File: config.mk
export PLATFORM = sky130hd
export DESIGN_NAME = spi_slave_core
export DESIGN_NICKNAME = d
export VERILOG_FILES = /design/src/rtl/spi_pkg.sv /design/src/rtl/spi_sync_edge.sv /design/src/rtl/spi_slave_core.sv
export SDC_FILE = /design/constraint.sdc
export NUM_CORES = 1
export LEC_CHECK = 0
export BUFFER_PORTS_ARGS = -buffer_cell sky130_fd_sc_hd__buf_2
export CAP_MARGIN = 20
export CORE_UTILIZATION = 34
export DETAILED_ROUTE_END_ITERATION = 12
export GPL_TIMING_DRIVEN = 0
export HOLD_SLACK_MARGIN = 0.12
export RECOVER_POWER = 50
export SYNTH_ARGS = -nofsm -noshare
export SYNTH_HDL_FRONTEND = slang
export SYNTH_SLANG_ARGS = --single-unit
export TNS_END_PERCENT = 50
File: constraint.sdc
create_clock -name clk -period 2.2 [get_ports clk]
set_input_delay 0.44 -clock clk [delete_from_list [all_inputs] [get_ports clk]]
set_output_delay 0.44 -clock clk [all_outputs]
set_load 0.05 [all_outputs]
File: src/rtl/spi_pkg.sv
// Shared constants for the SPI slave: mode encoding, CPOL/CPHA bit positions
// and the frame FSM state codes.
package spi_pkg;

    localparam int CPOL_IDX = 1;
    localparam int CPHA_IDX = 0;

    localparam logic [1:0] MODE0 = 2'b00;
    localparam logic [1:0] MODE1 = 2'b01;
    localparam logic [1:0] MODE2 = 2'b10;
    localparam logic [1:0] MODE3 = 2'b11;

    typedef logic [1:0] state_t;

    localparam state_t ST_IDLE  = 2'd0;
    localparam state_t ST_LOAD  = 2'd1;
    localparam state_t ST_SHIFT = 2'd2;

endpackage

File: src/rtl/spi_sync_edge.sv
// N-stage synchroniser for an asynchronous pad input, with rise/fall detection
// on the synchronised level.
module spi_sync_edge #(
    parameter int STAGES = 2
) (
    input  logic clk,
    input  logic rst,
    input  logic din,
    output logic rise,
    output logic fall
);

    logic [STAGES-1:0] sync_r;
    logic              prev_r;

    // Synchroniser chain plus one-cycle history of the synchronised level
    always_ff @(posedge clk) begin
        if (rst) begin
            sync_r <= '0;
            prev_r <= 1'b0;
        end else begin
            sync_r <= {sync_r[STAGES-2:0], din};
            prev_r <= sync_r[STAGES-1];
        end
    end

    assign rise = sync_r[STAGES-1] & ~prev_r;
    assign fall = ~sync_r[STAGES-1] & prev_r;

endmodule

File: src/rtl/spi_slave_core.sv
// Oversampled SPI slave: per-frame latched mode, parametrised word width and
// bit order, multi-word bursts, underrun and aborted-frame reporting.
module spi_slave_core
    import spi_pkg::*;
#(
    parameter int              DATA_W      = 8,
    parameter int              LSB_FIRST   = 0,
    parameter int              SYNC_STAGES = 2,
    parameter logic [DATA_W-1:0] IDLE_FILL = '1
) (
    input  logic              clk,
    input  logic              rst,
    input  logic [1:0]        cfg_mode,
    input  logic              spi_cs_n,
    input  logic              spi_sclk,
    input  logic              spi_mosi,
    output logic              spi_miso,
    output logic              spi_miso_oe,
    input  logic [DATA_W-1:0] tx_data,
    input  logic              tx_valid,
    output logic              tx_ready,
    output logic [DATA_W-1:0] rx_data,
    output logic              rx_valid,
    output logic              busy,
    output logic              underrun,
    output logic              frame_err
);

    localparam int              CNT_W    = $clog2(DATA_W + 1);
    localparam logic [CNT_W-1:0] CNT_FULL = CNT_W'(DATA_W);
    localparam logic [CNT_W-1:0] CNT_ONE  = CNT_W'(1);

    logic sclk_rise_s, sclk_fall_s, cs_rise_s, cs_fall_s;
    logic [SYNC_STAGES-1:0] mosi_sync_r;
    logic mosi_s;

    state_t            state_r, state_next_s;
    logic [1:0]        mode_r;
    logic [CNT_W-1:0]  cnt_r, cnt_next_s;
    logic [DATA_W-1:0] shift_tx_r, tx_shifted_s, load_word_s;
    logic [DATA_W-2:0] shift_rx_r, rx_keep_s;
    logic [DATA_W-1:0] rx_word_s;
    logic              presented_r;
    logic              leading_s, trailing_s, sample_s, shift_s;
    logic              word_done_s, abort_err_s, tx_next_bit_s, load_bit_s;

    spi_sync_edge #(.STAGES(SYNC_STAGES)) u_sclk_sync (
        .clk  (clk),
        .rst  (rst),
        .din  (spi_sclk),
        .rise (sclk_rise_s),
        .fall (sclk_fall_s)
    );

    spi_sync_edge #(.STAGES(SYNC_STAGES)) u_cs_sync (
        .clk  (clk),
        .rst  (rst),
        .din  (spi_cs_n),
        .rise (cs_rise_s),
        .fall (cs_fall_s)
    );

    // MOSI needs only the level, delayed to match the SCLK edge detect path
    always_ff @(posedge clk) begin
        if (rst) begin
            mosi_sync_r <= '0;
        end else begin
            mosi_sync_r <= {mosi_sync_r[SYNC_STAGES-2:0], spi_mosi};
        end
    end

    assign mosi_s = mosi_sync_r[SYNC_STAGES-1];

    // Bit-order dependent datapath views of the shift registers
    always_comb begin
        load_word_s = tx_valid ? tx_data : IDLE_FILL;
        if (LSB_FIRST != 0) begin
            rx_word_s     = {mosi_s, shift_rx_r};
            rx_keep_s     = rx_word_s[DATA_W-1:1];
            tx_shifted_s  = shift_tx_r >> 1'b1;
            tx_next_bit_s = shift_tx_r[1];
            load_bit_s    = load_word_s[0];
        end else begin
            rx_word_s     = {shift_rx_r, mosi_s};
            rx_keep_s     = rx_word_s[DATA_W-2:0];
            tx_shifted_s  = shift_tx_r << 1'b1;
            tx_next_bit_s = shift_tx_r[DATA_W-2];
            load_bit_s    = load_word_s[DATA_W-1];
        end
    end

    // Edge classification from the latched mode, counter and next-state logic
    always_comb begin
        if (mode_r[CPOL_IDX]) begin
            leading_s  = sclk_fall_s;
            trailing_s = sclk_rise_s;
        end else begin
            leading_s  = sclk_rise_s;
            trailing_s = sclk_fall_s;
        end
        sample_s = (state_r == ST_SHIFT) && (cnt_r != CNT_FULL) &&
                   (mode_r[CPHA_IDX] ? trailing_s : leading_s);
        shift_s  = (state_r == ST_SHIFT) && (cnt_r != CNT_FULL) &&
                   (mode_r[CPHA_IDX] ? leading_s : trailing_s);
        cnt_next_s  = sample_s ? (cnt_r + CNT_ONE) : cnt_r;
        word_done_s = sample_s && (cnt_next_s == CNT_FULL);
        // Abort is judged after any same-cycle sample has been counted
        abort_err_s = cs_rise_s && (cnt_next_s != '0) && (cnt_next_s != CNT_FULL);

        case (state_r)
            ST_IDLE: begin
                state_next_s = cs_fall_s ? ST_LOAD : ST_IDLE;
            end
            ST_LOAD: begin
                state_next_s = ST_SHIFT;
            end
            ST_SHIFT: begin
                if (cnt_r != CNT_FULL) begin
                    state_next_s = ST_SHIFT;
                end else if (mode_r[CPHA_IDX]) begin
                    state_next_s = ST_LOAD;
                end else begin
                    state_next_s = (mode_r[CPOL_IDX] ? sclk_rise_s : sclk_fall_s) ?
                                   ST_LOAD : ST_SHIFT;
                end
            end
            default: begin
                state_next_s = ST_IDLE;
            end
        endcase
        if (cs_rise_s) begin
            state_next_s = ST_IDLE;
        end else begin
            state_next_s = state_next_s;
        end
    end

    // Frame FSM, shift registers and registered status/handshake outputs
    always_ff @(posedge clk) begin
        if (rst) begin
            state_r     <= ST_IDLE;
            mode_r      <= 2'b00;
            cnt_r       <= '0;
            shift_tx_r  <= '0;
            shift_rx_r  <= '0;
            presented_r <= 1'b0;
            spi_miso    <= 1'b0;
            spi_miso_oe <= 1'b0;
            tx_ready    <= 1'b0;
            rx_data     <= '0;
            rx_valid    <= 1'b0;
            busy        <= 1'b0;
            underrun    <= 1'b0;
            frame_err   <= 1'b0;
        end else begin
            state_r   <= state_next_s;
            tx_ready  <= (state_next_s == ST_LOAD);
            rx_valid  <= 1'b0;
            underrun  <= 1'b0;
            frame_err <= 1'b0;

            if (sample_s) begin
                shift_rx_r <= rx_keep_s;
                cnt_r      <= cnt_next_s;
            end
            if (word_done_s) begin
                rx_data  <= rx_word_s;
                rx_valid <= 1'b1;
            end

            case (state_r)
                ST_IDLE: begin
                    if (cs_fall_s) begin
                        mode_r      <= cfg_mode;
                        busy        <= 1'b1;
                        spi_miso_oe <= 1'b1;
                    end
                end
                ST_LOAD: begin
                    shift_tx_r  <= load_word_s;
                    spi_miso    <= load_bit_s;
                    underrun    <= ~tx_valid;
                    cnt_r       <= '0;
                    // With CPHA=1 the first leading edge re-presents bit 0
                    presented_r <= ~mode_r[CPHA_IDX];
                end
                ST_SHIFT: begin
                    if (shift_s && presented_r) begin
                        shift_tx_r <= tx_shifted_s;
                        spi_miso   <= tx_next_bit_s;
                    end else if (shift_s) begin
                        presented_r <= 1'b1;
                    end
                end
                default: begin
                    cnt_r <= '0;
                end
            endcase

            if (cs_rise_s) begin
                busy        <= 1'b0;
                spi_miso_oe <= 1'b0;
                spi_miso    <= 1'b0;
                cnt_r       <= '0;
                frame_err   <= abort_err_s;
            end
        end
    end

endmodule

==> run_results.csv, run 1 <==
group,metric,value,unit
layout,fillers,570,
sta,holdWs,0.355,ns
flow_run,cap_violations,0,
detailed_routing,dr.pass1.iters,4,
sta,worst_slew_pin_slew,0.693,ns
sta,drv_slew,0,
sta,fmax,507,MHz
layout,synthToLayoutAreaGrowth,18.3,%
power,p_per_area,677,mW/mm^2
layout,antenna_cells,0,
clocking,cts-resized-gates,0,
synth,ys_warn_count,0,
synth,synthDominantCellAreaShare,45.7,%
clocking,h-tree-depth,2,
min_path,hold_path_class,"in -> reg",
sta,period_needed,1.97,ns
sta,grt_setup_unrepaired,"no",
synth,ys_async_sr_fraction,0,%
clocking,clk-insertion-delay-late,0.30,ns
placement,dp_hpwl,2950,um
detailed_routing,vias_per_cell,4.83,
sta,relSlewSlack,53.8,%
worst_setup_path,r2r-start,"cnt_r[0]$_SDFFE_PP0P_",
sta,finalHoldViolCount,0,
placement,port_buffers,30,
floorplan,io_pins,31,
worst_setup_path,cp-end-kind,"flip-flop",
floorplan,rows,27,
worst_setup_path,r2r_end,"rx_valid$_SDFF_PP0_",
sta,setup_violations,0,
global_route,first_global_vias,1489,
sta,fin_setup_tns,0,ns
detailed_routing,num_vias,1574,
floorplan,die_w,78.2,um
clocking,cts_root_buffer,"clkbuf_8",
sta,finalCritPeriodShare,89.6,%
synth,synthCells,215,
global_route,grt_pass1_wl,6900,um
detailed_routing,drt_iter0_drc,76,
worst_setup_path,reg2reg_depth,7,
placement,gp_congestion,0.746,
layout,final_cell_mix,"45 x dfxtp_1, 32 x nand2_1, 26 x clkbuf_1",
clocking,numCtsBuffers,5,
clocking,cts_hold_buf,0,
worst_setup_path,critPathRequiredTime,2.39,ns
synth,synth_top_cell_by_area,"dfxtp_1",
floorplan,start_util,35.6,%
synth,syn_nets,237,
worst_setup_path,regToRegSetupSlack,0.23,ns
layout,layout-drive-gt1-share,11.8,%
floorplan,die-area,0.00611,mm^2
sta,skew,0.00916,ns
power,p_leak,0.877,nW
synth,ys_types,38,
synth,syn_area,0.00197,mm^2
power,ir_drop,0.415,mV
layout,final_net_count,275,
outcome,status,"finished clean",
synth,synth_seq_cells,45,
worst_setup_path,startpoint_type,"flip-flop",
floorplan,die_height,78.2,um
global_route,grt_start_max_net_pins,15,
synth,syn_avg_cell_area,9.18,um^2
synth,ys.flop_type,"dfxtp_1",
clocking,cts_tree,"done",
global_route,overflow,0,
detailed_routing,post-route-drc-count,0,
layout,final_common_cell,"dfxtp_1",
worst_setup_path,critPathLaunch,"cnt_r[0]$_SDFFE_PP0P_",
clocking,clk_pin_slew,0.09,ns
synth,synth_edf_count,0,
detailed_routing,ant_nets,0,
detailed_routing,wl_per_cell,12.7,um
global_route,grt_use_total,14.7,%
clocking,clockBufferDepth,2,
synth,ys_seq_area_share,45.7,%
worst_setup_path,crit_fanout,10,
worst_setup_path,cp.arrival,2.16,ns
synth,synth_area_leaders,"dfxtp_1 46%, mux2i_1 9.1%, nand2_1 6.1%",
clocking,clock_sinks,45,
global_route,antenna_found_initial,0,
worst_setup_path,critPathKind,"reg -> reg",
worst_setup_path,crit_end,"rx_valid$_SDFF_PP0_",
floorplan,core_area,0.00554,mm^2
detailed_routing,wl,4140,um
## kinds of logic (layout without fill, tap and decap cells)
kind of cell | Yosys count | count (layout) | share of synthesized area [%]
buf+inv | 21 | 60 | 4.25
xor+xnor | 2 | 2 | 0.888
simple gates | 79 | 79 | 21.4
compound gates | 43 | 43 | 14.1
mux | 19 | 19 | 9.89
fa+ha+maj | 6 | 6 | 3.80
flops | 45 | 45 | 45.7
## per-layer routing
metal  up-vias  GRT usage, %  wire (um)
met2        27          22.7       1840
met4         0          6.11         61
li1        837             -          -
met3         5          5.12        154
met5         -             0          0
met1       705          18.6       2080
## flip-flops by register name, summed over array words and instances, names as in the netlist, 2 cells and up
| register | cells |
|---|---|
| rx_data | 8 |
| u_cs_sync.sync_r | 2 |
| mode_r | 2 |
| cnt_r | 4 |
| state_r | 2 |
| shift_rx_r | 7 |
| shift_tx_r | 7 |
| u_sclk_sync.sync_r | 2 |
| mosi_sync_r | 2 |
## repair_timing
item / CTS / global route
buffers inserted: 0 / 1
endpoints found under the hold margin: 0 / 0
endpoints found under the setup margin: 0 / 8
## layout make-up
type	instances	area, um^2	area share (%)
Buffer	12	50.0	2.14
Sequential cell	45	901	38.6
Clock buffer	6	82.6	3.54
Inverter	9	33.8	1.45
Clock inverter	2	37.5	1.61
Tap cell	72	90.1	3.86
Multi-Input combinational cell	149	988	42.4
Timing Repair Buffer	31	150	6.43
## where the power goes
group          total (mW)  switching, mW  internal, mW  leakage [nW]
Combinational      0.0911         0.0570        0.0340         0.455
Sequential          0.832        0.00702         0.825         0.364
Clock               0.656          0.286         0.369        0.0574
## how the worst min path moves through the flow
stage                                                 to  cells after the start                           start  slack [ns]
after CTS                      mosi_sync_r[0]$_SDFF_PP0_                      2                        spi_mosi        0.35
after detailed placement       mosi_sync_r[1]$_SDFF_PP0_                      1       mosi_sync_r[0]$_SDFF_PP0_        0.43
after global routing      u_cs_sync.sync_r[0]$_SDFF_PP0_                      2                        spi_cs_n        0.35
after floorplan                mosi_sync_r[1]$_SDFF_PP0_                      1       mosi_sync_r[0]$_SDFF_PP0_        0.41
final                          mosi_sync_r[0]$_SDFF_PP0_                      2                        spi_mosi        0.35
after global placement    u_cs_sync.sync_r[1]$_SDFF_PP0_                      1  u_cs_sync.sync_r[0]$_SDFF_PP0_        0.42
## critical path, cell delays in order (launching register included)
cell      delay (ns)
dfxtp_1         0.42
inv_1           0.08
ha_1            0.21
nand3b_1        0.15
and2_1          0.20
clkbuf_1        0.36
nand2_1         0.10
nor4_1          0.34
## stage by stage
step	total power, mW	cell area [um^2]	util [%]	worst slack, ns	instances
after floorplan	0.910	1970	-	0.333	215
after global placement	0.943	2210	40.0	0.117	317
after detailed placement	0.944	2210	40.0	0.0534	317
after CTS	1.60	2330	42.1	0.0482	325
after global routing	1.66	2330	42.1	0.0760	326
final	1.58	2330	42.1	0.229	326
## synth_stat cells, drive strengths merged, types with 3 or more instances
cell type and count:
inv 9, nand2b 4, a211oi 3, nand3 11, nor2b 9, dfxtp 45, nand3b 3, o221ai 6
nor4 3, nand2 32, mux2i 18, nor2 5, ha 6, o21ai 12, clkbuf 10, a21oi 13
Power figures use the tool's default switching activity.
==> run 2: changes to the inputs <==
--- a/config.mk
+++ b/config.mk
@@ -11,6 +11,7 @@
 export DETAILED_ROUTE_END_ITERATION = 12
 export GPL_TIMING_DRIVEN = 0
 export HOLD_SLACK_MARGIN = 0.12
+export MAX_ROUTING_LAYER = met4
 export RECOVER_POWER = 50
 export SYNTH_ARGS = -nofsm -noshare
 export SYNTH_HDL_FRONTEND = slang
==> run 2 against run 1 <==
  * Critical path depth is the same
  * Worst hold slack gained 0.0017 ns
  * Count of clock-buffer cells in the layout is the same
  * Total power shrank 0.14%
  * Register-to-register slack is essentially flat
  * Sequential share of layout area is the same
  * Largest cell class unchanged
  * Highest routed layer unchanged
==> run_results.csv, run 2 (synthesis results as in run 1) <==
group,metric,value,unit
sta,period_needed,1.96,ns
sta,relSlewSlack,53.8,%
floorplan,core_area,0.00554,mm^2
clocking,clk_pin_slew,0.09,ns
layout,multi_input_area,988,um^2
worst_setup_path,cp.arrival,2.15,ns
clocking,clockBufferDepth,2,
placement,dp_hpwl,2950,um
detailed_routing,post-route-drc-count,0,
clocking,clk-insertion-delay-late,0.30,ns
global_route,antenna_found_initial,0,
sta,setup_violations,0,
min_path,hold_path_class,"in -> reg",
layout,final_net_count,275,
layout,instances_no_fill,326,
sta,fmax,510,MHz
global_route,first_global_vias,1484,
sta,holdWs,0.357,ns
layout,final_cell_mix,"45 x dfxtp_1, 32 x nand2_1, 26 x clkbuf_1",
global_route,grt_pass1_wl,6890,um
layout,fillers,570,
detailed_routing,wl,4120,um
layout,final_common_cell,"dfxtp_1",
detailed_routing,ant_nets,0,
clocking,clock_sinks,45,
clocking,cts_tree,"done",
floorplan,rows,27,
worst_setup_path,crit_fanout,10,
placement,dp_cells,317,
power,ir_drop,0.412,mV
floorplan,start_util,35.6,%
worst_setup_path,cp-end-kind,"flip-flop",
layout,reg_top3,"rx_data: 8 flops, shift_rx_r: 7 flops, shift_tx_r: 7 flops",
layout,seq_area,901,um^2
detailed_routing,drt_iter0_drc,88,
worst_setup_path,startpoint_type,"flip-flop",
detailed_routing,vias_per_cell,4.79,
clocking,cts-resized-gates,0,
sta,grt_setup_unrepaired,"no",
detailed_routing,wl_per_cell,12.6,um
placement,gp_congestion,0.756,
clocking,h-tree-depth,2,
power,p_per_area,676,mW/mm^2
detailed_routing,num_vias,1560,
global_route,overflow,0,
global_route,grt_start_max_net_pins,15,
layout,antenna_cells,0,
power,p_leak,0.877,nW
layout,synthToLayoutAreaGrowth,18.3,%
layout,regMostFlops,"rx_data",
layout,largest_reg_flops,8,
sta,finalCritPeriodShare,89.1,%
floorplan,die_height,78.2,um
worst_setup_path,critPathRequiredTime,2.39,ns
sta,worst_slew_pin_slew,0.693,ns
clocking,numCtsBuffers,5,
layout,layout-drive-gt1-share,11.8,%
floorplan,die_w,78.2,um
sta,fin_setup_tns,0,ns
floorplan,die-area,0.00611,mm^2
detailed_routing,dr.pass1.iters,4,
placement,dpl_worst_slack,0.0534,ns
clocking,cts_hold_buf,0,
placement,port_buffers,30,
sta,worst_slack,0.240,ns
global_route,grt_use_total,15.1,%
sta,skew,0.0101,ns
sta,drv_slew,0,
clocking,cts_root_buffer,"clkbuf_8",
flow_run,cap_violations,0,
clocking,cts_setup_buffers,0,
worst_setup_path,critPathKind,"reg -> reg",
floorplan,io_pins,31,
sta,finalHoldViolCount,0,
power,power,1.58,mW
outcome,status,"finished clean",
[run 2: cell counts in the layout (fill, tap and decap cells not counted)]
Identical to the previous run, type by type.
[run 2: metrics by stage]
step / area, um^2 / util [%]
2_1_floorplan: 1970 / -
3_3_place_gp: 2210 / 40.0
3_5_place_dp: 2210 / 40.0
4_1_cts: 2330 / 42.1
5_1_grt: 2330 / 42.1
6_report: 2330 / 42.1
[run 2: layout make-up]
type / count / share of cell area [%]
inverters: 9 / 1.45
flip-flops and latches: 45 / 38.6
repair buffers: 31 / 6.43
well taps: 72 / 3.86
clock buffers: 6 / 3.54
clock inverters: 2 / 1.61
multi-input cells: 149 / 42.4
plain buffers: 12 / 2.14
[run 2: path summary, 6_finish.rpt]
path                                                        from                               end  slack [ns]  cells past startpoint
worst min register to register  u_sclk_sync.sync_r[0]$_SDFF_PP0_  u_sclk_sync.sync_r[1]$_SDFF_PP0_        0.45                      1
worst max register to register             cnt_r[0]$_SDFFE_PP0P_               rx_valid$_SDFF_PP0_        0.24                      7
worst max-delay path                       cnt_r[0]$_SDFFE_PP0P_               rx_valid$_SDFF_PP0_        0.24                      7
worst min-delay path                                    spi_mosi         mosi_sync_r[0]$_SDFF_PP0_        0.36                      2
[run 2: critical path: stages (launching register included)]
cell	delay [ns]
dfxtp_1	0.42
inv_1	0.09
ha_1	0.21
nand3b_1	0.15
and2_1	0.20
clkbuf_1	0.36
nand2_1	0.10
nor4_1	0.34
[run 2: per-layer routing]
layer  up-vias  GRT usage [%]  share of wire [%]
li1        837              -                  -
met5         -              -                  0
met1       695           18.6                 51
met4         0           6.11                1.5
met2        23           22.7                 45
met3         5           5.12                3.0
[run 2: power breakdown]
| part | switching [mW] | internal, mW | leakage (nW) |
|---|---|---|---|
| registers | 0.00715 | 0.825 | 0.364 |
| logic | 0.0570 | 0.0341 | 0.455 |
| clock network | 0.284 | 0.369 | 0.0574 |
==> run 3: changes to the inputs <==
--- a/config.mk
+++ b/config.mk
@@ -7,11 +7,13 @@
 export LEC_CHECK = 0
 export BUFFER_PORTS_ARGS = -buffer_cell sky130_fd_sc_hd__buf_2
 export CAP_MARGIN = 20
-export CORE_UTILIZATION = 34
+export CORE_ASPECT_RATIO = 0.9
+export CORE_UTILIZATION = 45
 export DETAILED_ROUTE_END_ITERATION = 12
 export GPL_TIMING_DRIVEN = 0
 export HOLD_SLACK_MARGIN = 0.12
 export MAX_ROUTING_LAYER = met4
+export PLACE_DENSITY = 0.66
 export RECOVER_POWER = 50
 export SYNTH_ARGS = -nofsm -noshare
 export SYNTH_HDL_FRONTEND = slang
==> run 3 against run 2 <==
  * Die area down 24%
  * Via count up 3.3%
  * Fmax up 0.71%
  * Worst hold slack worse by 0.0048 ns
  * Setup slack better by 0.014 ns
  * Sequential power about the same
  * Cell area down 3.1%
  * Highest routed layer unchanged
==> run_results.csv, run 3 (synthesis results as in run 1) <==
group,metric,value,unit
outcome,status,"finished clean",
sta,finalHoldViolCount,0,
worst_setup_path,critPathLaunch,"cnt_r[0]$_SDFFE_PP0P_",
power,power_frac_clock,34.6,%
power,p_seq_share,58.9,%
sta,fin_setup_tns,0,ns
worst_setup_path,cp.depth,7,
worst_setup_path,r2r-start,"cnt_r[0]$_SDFFE_PP0P_",
worst_setup_path,critPathSlowestCell,"dfxtp_1",
layout,seq_area,901,um^2
flow_run,cap_violations,0,
sta,fmax,514,MHz
power,ir_drop,0.375,mV
worst_setup_path,cp-end-kind,"flip-flop",
worst_setup_path,critPathRequiredTime,2.39,ns
clocking,cts_tree,"done",
worst_setup_path,cp.buffers_inverters,2,
detailed_routing,drt_iter0_drc,90,
layout,regMostFlops,"rx_data",
detailed_routing,wl,3940,um
sta,drv_slew,0,
clocking,cts_root_buffer,"clkbuf_8",
floorplan,start_util,47.8,%
power,p_sw_share,23.2,%
detailed_routing,wl_per_cell,13.0,um
sta,setup_violations,0,
sta,period_needed,1.95,ns
floorplan,io_pins,31,
global_route,first_global_vias,1464,
sta,skew,0.00740,ns
global_route,grt_start_max_net_pins,14,
min_path,hold_path_class,"in -> reg",
worst_setup_path,path_delay_family,"simple AND/OR/NAND/NOR gates",
global_route,grt_pass1_wl,6740,um
worst_setup_path,cp.arrival,2.14,ns
placement,port_buffers,30,
global_route,gr-usage-met2,26.4,%
worst_setup_path,r2r_end,"rx_valid$_SDFF_PP0_",
worst_setup_path,crit_fanout,10,
worst_setup_path,crit_chain,"inv_1 > ha_1 > nand3b_1 > and2_1 > clkbuf_1 > nand2_1 > nor4_1",
clocking,cts-resized-gates,0,
clocking,clock_sinks,45,
placement,gp_congestion,0.851,
layout,final_cell_mix,"45 x dfxtp_1, 32 x nand2_1, 28 x clkbuf_1",
worst_setup_path,critPathKind,"reg -> reg",
power,power,1.41,mW
global_route,grt_use_total,18.9,%
floorplan,rows,22,
floorplan,die-area,0.00465,mm^2
detailed_routing,ant_nets,0,
floorplan,die_height,64.8,um
global_route,use_met3,4.51,%
global_route,antenna_found_initial,0,
sta,grt_setup_unrepaired,"no",
worst_setup_path,cp_slowest_stage_delay,0.42,ns
global_route,grtUsageMet1,27.0,%
power,p_int,1.08,mW
layout,final_common_cell,"dfxtp_1",
detailed_routing,dr.pass1.iters,4,
sta,worst_slew_pin_slew,0.669,ns
clocking,clk-insertion-delay-late,0.29,ns
detailed_routing,post-route-drc-count,0,
placement,dp_hpwl,2760,um
clocking,cts_hold_buf,0,
worst_setup_path,startpoint_type,"flip-flop",
worst_setup_path,reg2reg_depth,7,
power,p_sw,0.327,mW
sta,relSlewSlack,55.4,%
worst_setup_path,regToRegSetupSlack,0.25,ns
layout,final_net_count,276,
layout,layout-drive-gt1-share,11.4,%
sta,finalCritPeriodShare,88.4,%
floorplan,die_w,71.8,um
clocking,h-tree-depth,2,
global_route,overflow,0,
worst_setup_path,crit_end,"rx_valid$_SDFF_PP0_",
global_route,busiest_layer,"met1",
layout,fillers,404,
clocking,clk_pin_slew,0.08,ns
layout,post-route-util,54.8,%
detailed_routing,vias_per_cell,5.32,
layout,largest_reg_flops,8,
detailed_routing,num_vias,1611,
layout,synthToLayoutAreaGrowth,14.6,%
clocking,numCtsBuffers,5,
power,comb_power_share,6.5,%
layout,antenna_cells,0,
layout,reg_top3,"rx_data: 8 flops, shift_rx_r: 7 flops, shift_tx_r: 7 flops",
power,p_leak,0.860,nW
floorplan,core_area,0.00413,mm^2
layout,multi_input_area,988,um^2
clocking,clockBufferDepth,2,
sta,holdWs,0.352,ns
clocking,cts_setup_buffers,0,
power,p_per_area,624,mW/mm^2
==> run 3: cell types whose count changed in the layout (fill, tap and decap cells not counted) <==
cell and delta:
bufinv_16 -1, buf_12 -1, buf_4 +2, clkbuf_8 -1, clkbuf_1 +2
==> run 3: area by class of cell <==
cell class	count	area share, %
multi-input combinational	149	43.7
sequential	45	39.8
timing repair buffer	32	6.42
clock buffer	7	3.37
tap	48	2.65
buffer	12	2.21
inverter	9	1.49
clock inverter	1	0.332
==> run 3: worst min-delay path by stage <==
stage | cells past startpoint | endpoint | start | slack (ns)
after floorplan | 1 | mosi_sync_r[1]$_SDFF_PP0_ | mosi_sync_r[0]$_SDFF_PP0_ | 0.41
after global placement | 1 | u_sclk_sync.sync_r[1]$_SDFF_PP0_ | u_sclk_sync.sync_r[0]$_SDFF_PP0_ | 0.42
after detailed placement | 1 | u_sclk_sync.sync_r[1]$_SDFF_PP0_ | u_sclk_sync.sync_r[0]$_SDFF_PP0_ | 0.42
after CTS | 2 | mosi_sync_r[0]$_SDFF_PP0_ | spi_mosi | 0.35
after global routing | 2 | mosi_sync_r[0]$_SDFF_PP0_ | spi_mosi | 0.35
final | 2 | u_sclk_sync.sync_r[0]$_SDFF_PP0_ | spi_sclk | 0.35
==> run 3: worst reg2reg max path: stages (launching register included) <==
cell,delay (ns)
dfxtp_1,0.42
inv_1,0.09
ha_1,0.20
nand3b_1,0.14
and2_1,0.21
clkbuf_1,0.38
nand2_1,0.09
nor4_1,0.31
==> run 3: power by group through the flow <==
stage          sequential [mW]  combinational, mW  clock [mW]
2_1_floorplan            0.854             0.0568           0
3_3_place_gp             0.851             0.0918           0
3_5_place_dp             0.851             0.0927           0
4_1_cts                  0.832             0.0932       0.501
5_1_grt                  0.834              0.103       0.540
6_report                 0.832             0.0915       0.488
==> run 3: metrics by stage <==
stage	instance area, um^2	std cells	setup slack, ns
4_1_cts	2270	301	0.0625
3_5_place_dp	2180	293	0.0725
3_3_place_gp	2180	293	0.107
6_report	2260	303	0.254
5_1_grt	2260	303	0.0696
2_1_floorplan	1970	215	0.333
==> run 3: routing by layer <==
layer / vias to the layer above / share of wire [%]
li1: 836 / -
met5: - / 0
met1: 732 / 55
met3: 7 / 4.0
met4: 0 / 1.2
met2: 36 / 40
